**src/rtl/inst_fetch_pkg.sv**
```systemverilog
// ---------------------------------------------------------------------------
// inst_fetch_pkg : shared types and constants for the instruction fetch unit
// Revision 1.0
// ---------------------------------------------------------------------------
`default_nettype none

package inst_fetch_pkg;

   localparam int INSTR_W = 16;
   localparam int PC_W    = 16;
   localparam int TMR_W   = 8;

   localparam logic [PC_W-1:0] PC_INC = 16'd2;

   typedef enum logic [1:0] {
      S_IDLE  = 2'd0,
      S_REQ   = 2'd1,
      S_WRITE = 2'd2
   } fetch_state_t;

   // Instructions are halfword aligned, so bit 0 of any PC is always cleared.
   function automatic logic [PC_W-1:0] align_pc(input logic [PC_W-1:0] a);
      return {a[PC_W-1:1], 1'b0};
   endfunction

endpackage

`default_nettype wire

```
**src/rtl/inst_fetch_timer.sv**
```systemverilog
// ---------------------------------------------------------------------------
// fetch_timer : loadable up-counter with terminal-count flag
// Revision 1.0
// ---------------------------------------------------------------------------
`default_nettype none

module fetch_timer
   import inst_fetch_pkg::*;
#(
   parameter int LIMIT = 15,
   parameter int WIDTH = TMR_W
) (
   input  logic             clk,
   input  logic             reset,
   input  logic             load,
   input  logic [WIDTH-1:0] load_value,
   input  logic             enable,
   output logic             tc
);

   logic [WIDTH-1:0] count;

   always_ff @(posedge clk) begin
      if (!reset) begin
         count <= '0;
      end else if (load) begin
         count <= load_value;
      end else if (enable) begin
         count <= count + 1'b1;
      end
   end

   // High on the last cycle before the count would reach LIMIT.
   assign tc = (count == WIDTH'(LIMIT - 1));

endmodule

`default_nettype wire

```
**src/rtl/inst_fetch.sv**
```systemverilog
// ---------------------------------------------------------------------------
// inst_fetch : single-instruction fetch FSM with PC, redirect and timeout
// Revision 1.0
// ---------------------------------------------------------------------------
`default_nettype none

module inst_fetch
   import inst_fetch_pkg::*;
#(
   parameter logic [PC_W-1:0] RESET_PC = 16'h0000,
   parameter int              TIMEOUT  = 15
) (
   input  logic               clk,
   input  logic               reset,
   input  logic               fetch_start,
   input  logic               pc_load,
   input  logic [PC_W-1:0]    pc_in,
   output logic               mem_req,
   output logic [PC_W-1:0]    mem_addr,
   input  logic               mem_ack,
   input  logic [INSTR_W-1:0] mem_rdata,
   output logic [INSTR_W-1:0] ir_data,
   output logic               ir_write,
   output logic [PC_W-1:0]    pc_out,
   output logic               busy,
   output logic               fetch_done,
   output logic               fetch_err
);

   fetch_state_t    state;
   logic [PC_W-1:0] pc;
   logic [PC_W-1:0] pend_pc;
   logic            pend_valid;
   logic            tmr_tc;

   logic [PC_W-1:0] load_pc;
   logic [PC_W-1:0] ret_inc_pc;
   logic [PC_W-1:0] ret_same_pc;

   fetch_timer #(
      .LIMIT (TIMEOUT),
      .WIDTH (TMR_W)
   ) u_timer (
      .clk        (clk),
      .reset      (reset),
      .load       (state != S_REQ),
      .load_value ('0),
      .enable     ((state == S_REQ) && !mem_ack),
      .tc         (tmr_tc)
   );

   assign load_pc = align_pc(pc_in);

   // Redirect priority on return to IDLE: load this cycle, then pending load.
   assign ret_inc_pc  = pc_load ? load_pc : (pend_valid ? pend_pc : pc + PC_INC);
   assign ret_same_pc = pc_load ? load_pc : (pend_valid ? pend_pc : pc);

   assign mem_addr = pc;
   assign pc_out   = pc;

   always_ff @(posedge clk) begin
      if (!reset) begin
         state      <= S_IDLE;
         pc         <= align_pc(RESET_PC);
         pend_pc    <= '0;
         pend_valid <= 1'b0;
         ir_data    <= '0;
         mem_req    <= 1'b0;
         ir_write   <= 1'b0;
         fetch_done <= 1'b0;
         fetch_err  <= 1'b0;
         busy       <= 1'b0;
      end else begin
         ir_write   <= 1'b0;
         fetch_done <= 1'b0;
         fetch_err  <= 1'b0;
         case (state)
            S_IDLE: begin
               if (pc_load) begin
                  pc <= load_pc;
               end
               if (fetch_start) begin
                  state   <= S_REQ;
                  mem_req <= 1'b1;
                  busy    <= 1'b1;
               end
            end
            S_REQ: begin
               if (pc_load) begin
                  pend_pc    <= load_pc;
                  pend_valid <= 1'b1;
               end
               if (mem_ack) begin
                  ir_data    <= mem_rdata;
                  state      <= S_WRITE;
                  mem_req    <= 1'b0;
                  ir_write   <= 1'b1;
                  fetch_done <= 1'b1;
               end else if (tmr_tc) begin
                  state      <= S_IDLE;
                  mem_req    <= 1'b0;
                  busy       <= 1'b0;
                  fetch_err  <= 1'b1;
                  pc         <= ret_same_pc;
                  pend_valid <= 1'b0;
               end
            end
            S_WRITE: begin
               state      <= S_IDLE;
               busy       <= 1'b0;
               pc         <= ret_inc_pc;
               pend_valid <= 1'b0;
            end
            default: begin
               state   <= S_IDLE;
               mem_req <= 1'b0;
               busy    <= 1'b0;
            end
         endcase
      end
   end

endmodule

`default_nettype wire
```
**config.mk**
```make
export PLATFORM = sky130hd
export DESIGN_NAME = inst_fetch
export DESIGN_NICKNAME = d
export VERILOG_FILES = /design/src/rtl/inst_fetch_pkg.sv /design/src/rtl/inst_fetch_timer.sv /design/src/rtl/inst_fetch.sv
export SDC_FILE = /design/constraint.sdc
export NUM_CORES = 1
export LEC_CHECK = 0
export BUFFER_PORTS_ARGS = -buffer_cell sky130_fd_sc_hd__buf_2
export CORE_MARGIN = 4
export CORE_UTILIZATION = 25
export CTS_BUF_LIST = sky130_fd_sc_hd__clkbuf_8
export CTS_CLUSTER_DIAMETER = 80
export DETAILED_ROUTE_END_ITERATION = 6
export PLACE_DENSITY = 0.51
export SYNTH_ARGS = -nofsm -noshare
export SYNTH_HDL_FRONTEND = slang
export SYNTH_HIERARCHICAL = 1
export SYNTH_SLANG_ARGS = --single-unit
```
**constraint.sdc**
```tcl
create_clock -name clk -period 2.71 [get_ports clk]
set_clock_uncertainty 0.1 [all_clocks]
set_input_delay 0.542 -clock clk [delete_from_list [all_inputs] [get_ports clk]]
set_output_delay 0.542 -clock clk [all_outputs]
set_load 0.01 [all_outputs]
```
=== Word level (Yosys, flattened, before mapping) ===
Cells that the tools add are included.
Widths: inputs -> output; s select.

* Flip-flop bits (word level): 62
* Input port bits: 37
* Output and inout port bits: 53

* $add $sub $neg: 2
* Equal/unequal tests: 10
* Multiplexer cells: 24
* Bitwise gates (word level): 3
* Reductions and logical operators: 14

{| class="wikitable"
|+ Operator list
! operator !! count
|-
| $mux 16 || 7
|-
| $pmux 16 s3 || 1
|-
| $add 16x2->16 const B || 1
|-
| $mux 1 || 9
|-
| $add 8x1->8 const B || 1
|-
| $eq 8x4->1 const B || 1
|-
| $ne 2x2->1 const B || 4
|-
| $reduce_and 2->1 || 4
|-
| $mux 2 || 3
|-
| $ne 3x3->1 const B || 2
|-
| $reduce_and 3->1 || 2
|-
| $reduce_and 5->1 || 1
|-
| $pmux 1 s2 || 2
|-
| $pmux 2 s2 || 1
|-
| $not 1->1 || 3
|-
| $pmux 1 s3 || 1
|-
| $reduce_bool 3->1 || 1
|-
| $reduce_or 3->1 || 1
|-
| $eq 2x1->1 const B || 1
|-
| $eq 2x2->1 const B || 1
|-
| $logic_not 2->1 || 1
|-
| $ne 2x1->1 const B || 1
|-
| $reduce_bool 2->1 || 1
|-
| $reduce_or 2->1 || 1
|-
| 2 further kinds || 2
|}

=== Longest topological paths before layout ===
Gate-level depths: netlist of the first run.

* Depth in word-level cells: 5
* Depth in mapped cells: 11

=== By module ===
Netlist of the first run, hierarchy kept.

{| class="wikitable"
|+ By module, submodules not included
! module !! instances !! cells an instance !! area an instance (µm²) !! seq. area each (µm²)
|-
| inst_fetch || 1 || 367 || 2785.2 || 1061.0
|-
| fetch_timer || 1 || 58 || 494.2 || 160.2
|}

=== Worst setup path after synthesis of the first run ===
No wires, ideal clock.

* Path kind: flip-flop to flip-flop
* From: register u_timer.count[1]
* To: register pc[3], in the netlist mem_addr[3]
* Library setup time: 70 ps
* Arrival time: 1921 ps
* Data required time: 2540 ps
* Path slack: 619 ps
* Stages on the path, launching flop included: 11
* Clock period less this slack: 2091 ps
* Cell sequence: dfxtp_1 > ha_1 > nand4b_1 > nor4_1 > nand2b_1 > a21oi_1 > o21a_1 > buf_2 > buf_4 > o221ai_1 > a21oi_1

* Cells in the longest elaborated chain, start to end: 3

{| class="wikitable"
|+ Ends and longest elaborated chain
! item !! line !! RTL
|-
| start, declared || inst_fetch_timer.sv:21 || <nowiki>logic [WIDTH-1:0] count;</nowiki>
|-
| start signal, assigned || inst_fetch_timer.sv:27 || <nowiki>count <= load_value;</nowiki>
|-
| start signal, assigned || inst_fetch_timer.sv:29 || <nowiki>count <= count + 1'b1;</nowiki>
|-
| $eq 8x4->1 || inst_fetch_timer.sv:34 || <nowiki>assign tc = (count == WIDTH'(LIMIT - 1));</nowiki>
|-
| via tmr_tc || inst_fetch.sv:34 || <nowiki>logic tmr_tc;</nowiki>
|-
| $ne 2x2->1 (no line) || -- ||
|-
| $reduce_and 5->1 (no line) || -- ||
|-
| end signal, assigned || inst_fetch.sv:64 || <nowiki>pc <= align_pc(RESET_PC);</nowiki>
|-
| end signal, assigned || inst_fetch.sv:80 || <nowiki>pc <= load_pc;</nowiki>
|-
| end signal, assigned || inst_fetch.sv:104 || <nowiki>pc <= ret_same_pc;</nowiki>
|-
| end, declared || inst_fetch.sv:31 || <nowiki>logic [PC_W-1:0] pc;</nowiki>
|}

The timed path passes the listed nets, and every way through them passes these cells.
A chain may end at the register's enable or synchronous reset.

=== Worst setup path in the final report of the first run ===
* From: register u_timer.count[0]
* To: register pc[6], in the netlist mem_addr[6]

Same word-level chain as after synthesis.

==> results of run 1 <==
## power by group
part           total (W)  switching [W]  internal (W)
Combinational   0.000515       0.000298      0.000217
Sequential       0.00105      0.0000819      0.000967
Clock           0.000807       0.000367      0.000440
Total            0.00237       0.000747       0.00162
## cells in the mapped netlist, types with 2 or more instances
library cell	count
inv_1	12
o311a_1	2
o22ai_1	3
o32ai_1	2
dfxtp_1	61
a311oi_1	2
o221ai_1	3
buf_6	2
o21a_1	3
and2_1	4
a21oi_1	49
o311ai_0	2
ha_1	7
buf_4	19
a32o_1	2
buf_2	9
nand3_1	10
o211ai_1	12
a31oi_1	7
o21ai_0	30
or3_1	2
nand4_1	6
a211oi_1	2
nor3b_1	2
nand2b_1	5
nor2_1	19
nor2b_1	3
nand2_1	83
nor4_2	2
xnor2_1	6
nor3_1	10
clkbuf_1	13
xor2_1	6
## worst paths after layout
| check | from | endpoint | slack, ps | cells past startpoint |
|---|---|---|---|---|
| max | u_timer/count[0]$_SDFFE_PN0P_ | mem_addr[6]$_SDFFE_PN0P_ | 340 | 11 |
| min | mem_rdata[4] | ir_data[4]$_SDFFE_PN0P_ | 340 | 3 |
| max reg2reg | u_timer/count[0]$_SDFFE_PN0P_ | mem_addr[6]$_SDFFE_PN0P_ | 340 | 11 |
| min reg2reg | ir_data[5]$_SDFFE_PN0P_ | ir_data[5]$_SDFFE_PN0P_ | 350 | 2 |
## metrics by stage
stage / setup WS [ps] / power (W) / hold WS, ps / area, µm² / instances
global route: 138 / 0.00252 / 316 / 4040 / 683
floorplan: 619 / 0.00142 / 333 / 3310 / 434
CTS: 258 / 0.00240 / 314 / 4030 / 683
detailed placement: 273 / 0.00158 / 343 / 3840 / 667
finish: 337 / 0.00237 / 336 / 4040 / 683
global placement: 319 / 0.00158 / 340 / 3840 / 667
## state kept, by name, summed over array words and instances (netlist names), 2 cells and up
name	cells
mem_addr	15
pend_pc	15
ir_data	16
u_timer/count	8
state	2
## final cells by class
cell class | count | area share [%]
clock buffer | 10 | 3.41
clock inverter | 6 | 1.36
inverter | 13 | 1.21
multi-input combinational | 316 | 44.3
sequential | 61 | 30.2
tap | 172 | 5.33
timing repair buffer | 105 | 14.2
## worst max-delay path: stages, from the launching register on
cell      delay, ps
dfxtp_1         320
inv_1            50
ha_1            140
nand4b_1        130
nor4_2          270
nand2b_1        130
a21oi_1         200
o21ai_0         340
buf_4           270
buf_4           150
nand3_1          90
o21ai_0          80
## layer usage
layer	part of all wire [%]	track usage, %	wire (µm)	vias up
met2	46	19.9	4220	98
met4	2.4	6.37	216	0
li1	-	-	-	1633
met3	6.4	3.41	591	16
met5	0	0	0	-
met1	45	15.8	4160	1454
## kinds of logic (layout without fill, tap and decap cells)
logic type | Yosys count | in the layout | share of synthesized area (%)
buffers and inverters | 57 | 134 | 9.50
adders and majority gates | 7 | 7 | 2.67
AOI/OAI and AO/OA | 131 | 131 | 24.8
DFF | 61 | 61 | 37.2
xor gates and xnor gates | 12 | 12 | 3.20
muxes | 1 | 1 | 0.305
and+or+nand+nor | 155 | 155 | 22.2
other | 1 | 10 | 0.114
==> results_dict.tcl, run 1 <==
set metrics [dict create \
    area_growth_pct 23.1 \
    drt_iter0_drc 202 \
    avgSynthCellArea_um2 7.72 \
    p_leak_nw 1.64 \
    track_usage_pct 12.6 \
    async_flop_share_pct 0 \
    rsz0062_at_grt "false" \
    yosysWarnings 6 \
    clock_tree.root_cell "clkbuf_8" \
    overflow 0 \
    seq_area_mm2 0.00122 \
    synth_cells 425 \
    hold_path.class "in -> reg" \
    post-route-util_pct 31.7 \
    slew_headroom_pct 42.3 \
    postCtsSetupRepairBufs 0 \
    antennaDiodeCount 0 \
    viasPerCell 4.69 \
    die_area_mm2 0.0150 \
    clkSinkCount 61 \
    insertion_delay_ps 350 \
    setup.worst_path.class "reg -> reg" \
    layout-drive-gt1-share_pct 25.6 \
    core_area_mm2 0.0127 \
    fin_tns_setup_ps 0 \
    yosysSeqAreaShare_pct 37.2 \
    cp-start-kind "flop" \
    fp.dieW_um 123 \
    status "complete, no violations" \
    io_buffers 86 \
    n_fill_cell 1417 \
    grt_pass1_vias 2988 \
    synth.distinct_cells 58 \
    yosysTopAreaCellShare_pct 37.2 \
    cts_tree "built" \
    synth_top_area_cell "dfxtp_1" \
    arrival_ps 2510 \
    synth_flop_cell "dfxtp_1" \
    syn_area_mm2 0.00328 \
    post-route-period-util_pct 87.6 \
    final_antenna_net_count 0 \
    path_max_fanout 7 \
    period_needed_ps 2370 \
    hold_viol_final 0 \
    initial_core_util_pct 25.8 \
    rows 41 \
    wl_per_cell_um 13.5 \
    firstDrtPassIters 4 \
    antenna_found_initial 0 \
    setup_violations 0 \
    clock_path_buffers 2 \
    fmax_mhz 421 \
    synth_edf_count 0 \
    final_cell_mix "buf_2, nand2_1, dfxtp_1" \
    maxCapViolations 0 \
    ys_top_cells_by_area "dfxtp_1, nand2_1, a21oi_1, o21ai_0, buf_4" \
    cts_resized 0 \
    max-vdd-ir-drop_mv 0.195 \
    worst_pin_slew_ps 857 \
    cts_hold_buffers 0 \
    grt_pass1_wl_um 14900 \
    report.final.slew_viol_count 0 \
    ys_seq_elements 61 \
    numCtsBuffers 9 \
    worstSetupEndpointType "flop" \
    route.detailed.drc 0 \
    boundaryPins 90 \
    drt-total-wl_um 9190 \
    power_density_mw_per_mm2 587 \
    clkSlewWorstSetupHoldPaths_ps 80 \
    final_common_cell "buf_2" \
    multiInputGateArea_mm2 0.00179 \
    vias 3201 \
    grt_max_degree 37 \
    h-tree-depth 3 \
    layout.nets 550 \
    chipHeight_um 123 \
    crit_required_ps 2850 \
    hpwl_um 6900 \
    gp_congestion 0.846 \
]
Note: power is estimated with default switching activity, not from simulation.
==> inputs of run 2 (changes only) <==
Settings changed: CTS_BUF_LIST sky130_fd_sc_hd__clkbuf_8 to sky130_fd_sc_hd__clkbuf_4 sky130_fd_sc_hd__clkbuf_8.
==> run 2 against run 1 <==
  * Sequential share of layout area decreased by 0.056 points
  * Die area is the same
  * Count of clock-buffer cells in the layout is 2 higher
  * Worst setup slack improved by 6.1 ps
  * First-iteration DRC count decreased by 5.0%
  * Combinational power is essentially flat
  * Fmax is 0.26% higher
  * Critical path type unchanged
  * Largest power group unchanged
==> results_dict.tcl, run 2 (same netlist as run 1, synthesis figures left out) <==
set metrics [dict create \
    cp-start-kind "flop" \
    final_antenna_net_count 0 \
    p_leak_nw 1.64 \
    boundaryPins 90 \
    drt_iter0_drc 192 \
    path_max_fanout 7 \
    cp_slowest_cell "o21ai_0" \
    fin_tns_setup_ps 0 \
    rows 41 \
    antenna_found_initial 0 \
    chipHeight_um 123 \
    max-vdd-ir-drop_mv 0.195 \
    grt_max_degree 37 \
    layout.nets 550 \
    rsz0062_at_grt "false" \
    clock_tree.root_cell "clkbuf_8" \
    hold_ws_ps 336 \
    worstPathCellList "inv_1 > ha_1 > nand4b_1 > nor4_2 > nand2b_1 > a21oi_1 > o21ai_0 > buf_4 > buf_4 > nand3_1 > o21ai_0" \
    post-route-period-util_pct 87.3 \
    antennaDiodeCount 0 \
    overflow 0 \
    initial_core_util_pct 25.8 \
    report.final.slew_viol_count 0 \
    area_growth_pct 23.3 \
    track_usage_pct 12.6 \
    setup_violations 0 \
    slew_headroom_pct 44.0 \
    hpwl_um 6900 \
    gp_congestion 0.846 \
    hold_path.class "in -> reg" \
    finalPower_w 0.00240 \
    worst_pin_slew_ps 831 \
    insertion_delay_ps 350 \
    final_common_cell "buf_2" \
    maxCapViolations 0 \
    arrival_ps 2510 \
    power_density_mw_per_mm2 593 \
    pre_cts_ws_ps 273 \
    final_cell_mix "buf_2, nand2_1, dfxtp_1" \
    largest_reg_flops 16 \
    cts_tree "built" \
    grt_pass1_wl_um 14900 \
    finalInstanceArea_mm2 0.00405 \
    die_area_mm2 0.0150 \
    dpl_cell_area_mm2 0.00384 \
    hold_viol_final 0 \
    clkSlewWorstSetupHoldPaths_ps 80 \
    io_buffers 86 \
    core_area_mm2 0.0127 \
    timing.final.ws_setup_ps 343 \
    h-tree-depth 3 \
    viasPerCell 4.66 \
    period_needed_ps 2370 \
    status "complete, no violations" \
    clock_path_buffers 2 \
    layout-drive-gt1-share_pct 26.0 \
    fmax_mhz 422 \
    fp.dieW_um 123 \
    critPathMaxStageDelay_ps 340 \
    wl_per_cell_um 13.5 \
    vias 3185 \
    setup.worst_path.class "reg -> reg" \
    worstSetupEndpointType "flop" \
    cts_hold_buffers 0 \
    drt-total-wl_um 9230 \
    crit_required_ps 2850 \
    firstDrtPassIters 4 \
    numCtsBuffers 9 \
    largest-register "ir_data" \
    clkSinkCount 61 \
    route.detailed.drc 0 \
    grt_pass1_vias 2995 \
]
## run 2: changes by cell type in the layout (fill, tap and decap cells not counted), sizes merged
cell    delta
clkbuf     +2
inv        -2
## run 2: final cells by class
| type | count | area [µm²] |
|---|---|---|
| Fill cell | 1419 | 8680 |
| Clock inverter | 4 | 47.5 |
| Inverter | 13 | 48.8 |
| Sequential cell | 61 | 1220 |
| Timing Repair Buffer | 105 | 573 |
| Tap cell | 172 | 215 |
| Clock buffer | 12 | 153 |
| Multi-Input combinational cell | 316 | 1790 |
## run 2: stage by stage
step | utilization, % | cells
after CTS | 31.7 | 683
after global placement | 30.2 | 667
final | 31.8 | 683
after floorplan | - | 434
after global routing | 31.8 | 683
after detailed placement | 30.2 | 667
## run 2: power breakdown
part	internal, W	switching [W]	leakage [nW]	total [W]
Sequential	0.000967	0.0000822	0.499	0.00105
Clock	0.000468	0.000367	0.103	0.000834
Combinational	0.000217	0.000298	1.04	0.000515
## run 2: per-layer routing
| metal | up-vias | track usage [%] | wire, µm |
|---|---|---|---|
| li1 | 1631 | - | - |
| met1 | 1424 | 15.8 | 4140 |
| met2 | 112 | 20.0 | 4180 |
| met3 | 18 | 3.41 | 677 |
| met4 | 0 | 6.37 | 225 |
| met5 | - | 0 | 0 |
## run 2: path summary, 6_finish.rpt
kind / start / to / slack, ps / depth (start not counted)
max: u_timer/count[0]$_SDFFE_PN0P_ / mem_addr[6]$_SDFFE_PN0P_ / 340 / 11
min: mem_rdata[4] / ir_data[4]$_SDFFE_PN0P_ / 340 / 3
max reg2reg: u_timer/count[0]$_SDFFE_PN0P_ / mem_addr[6]$_SDFFE_PN0P_ / 340 / 11
min reg2reg: ir_data[5]$_SDFFE_PN0P_ / ir_data[5]$_SDFFE_PN0P_ / 350 / 2
## run 2: timing repair
item,4_1_cts,5_1_grt
endpoints found under the setup margin,0,2
gates resized for setup,0,1
endpoints found under the hold margin,0,0
setup buffers,0,0
## run 2: critical path, delay by kind of cell (launching register included)
kind,cells,cell delay [ps]
compound gates,3,630
flops,1,310
simple gates,4,620
buf+inv,3,470
fa+ha+maj,1,140
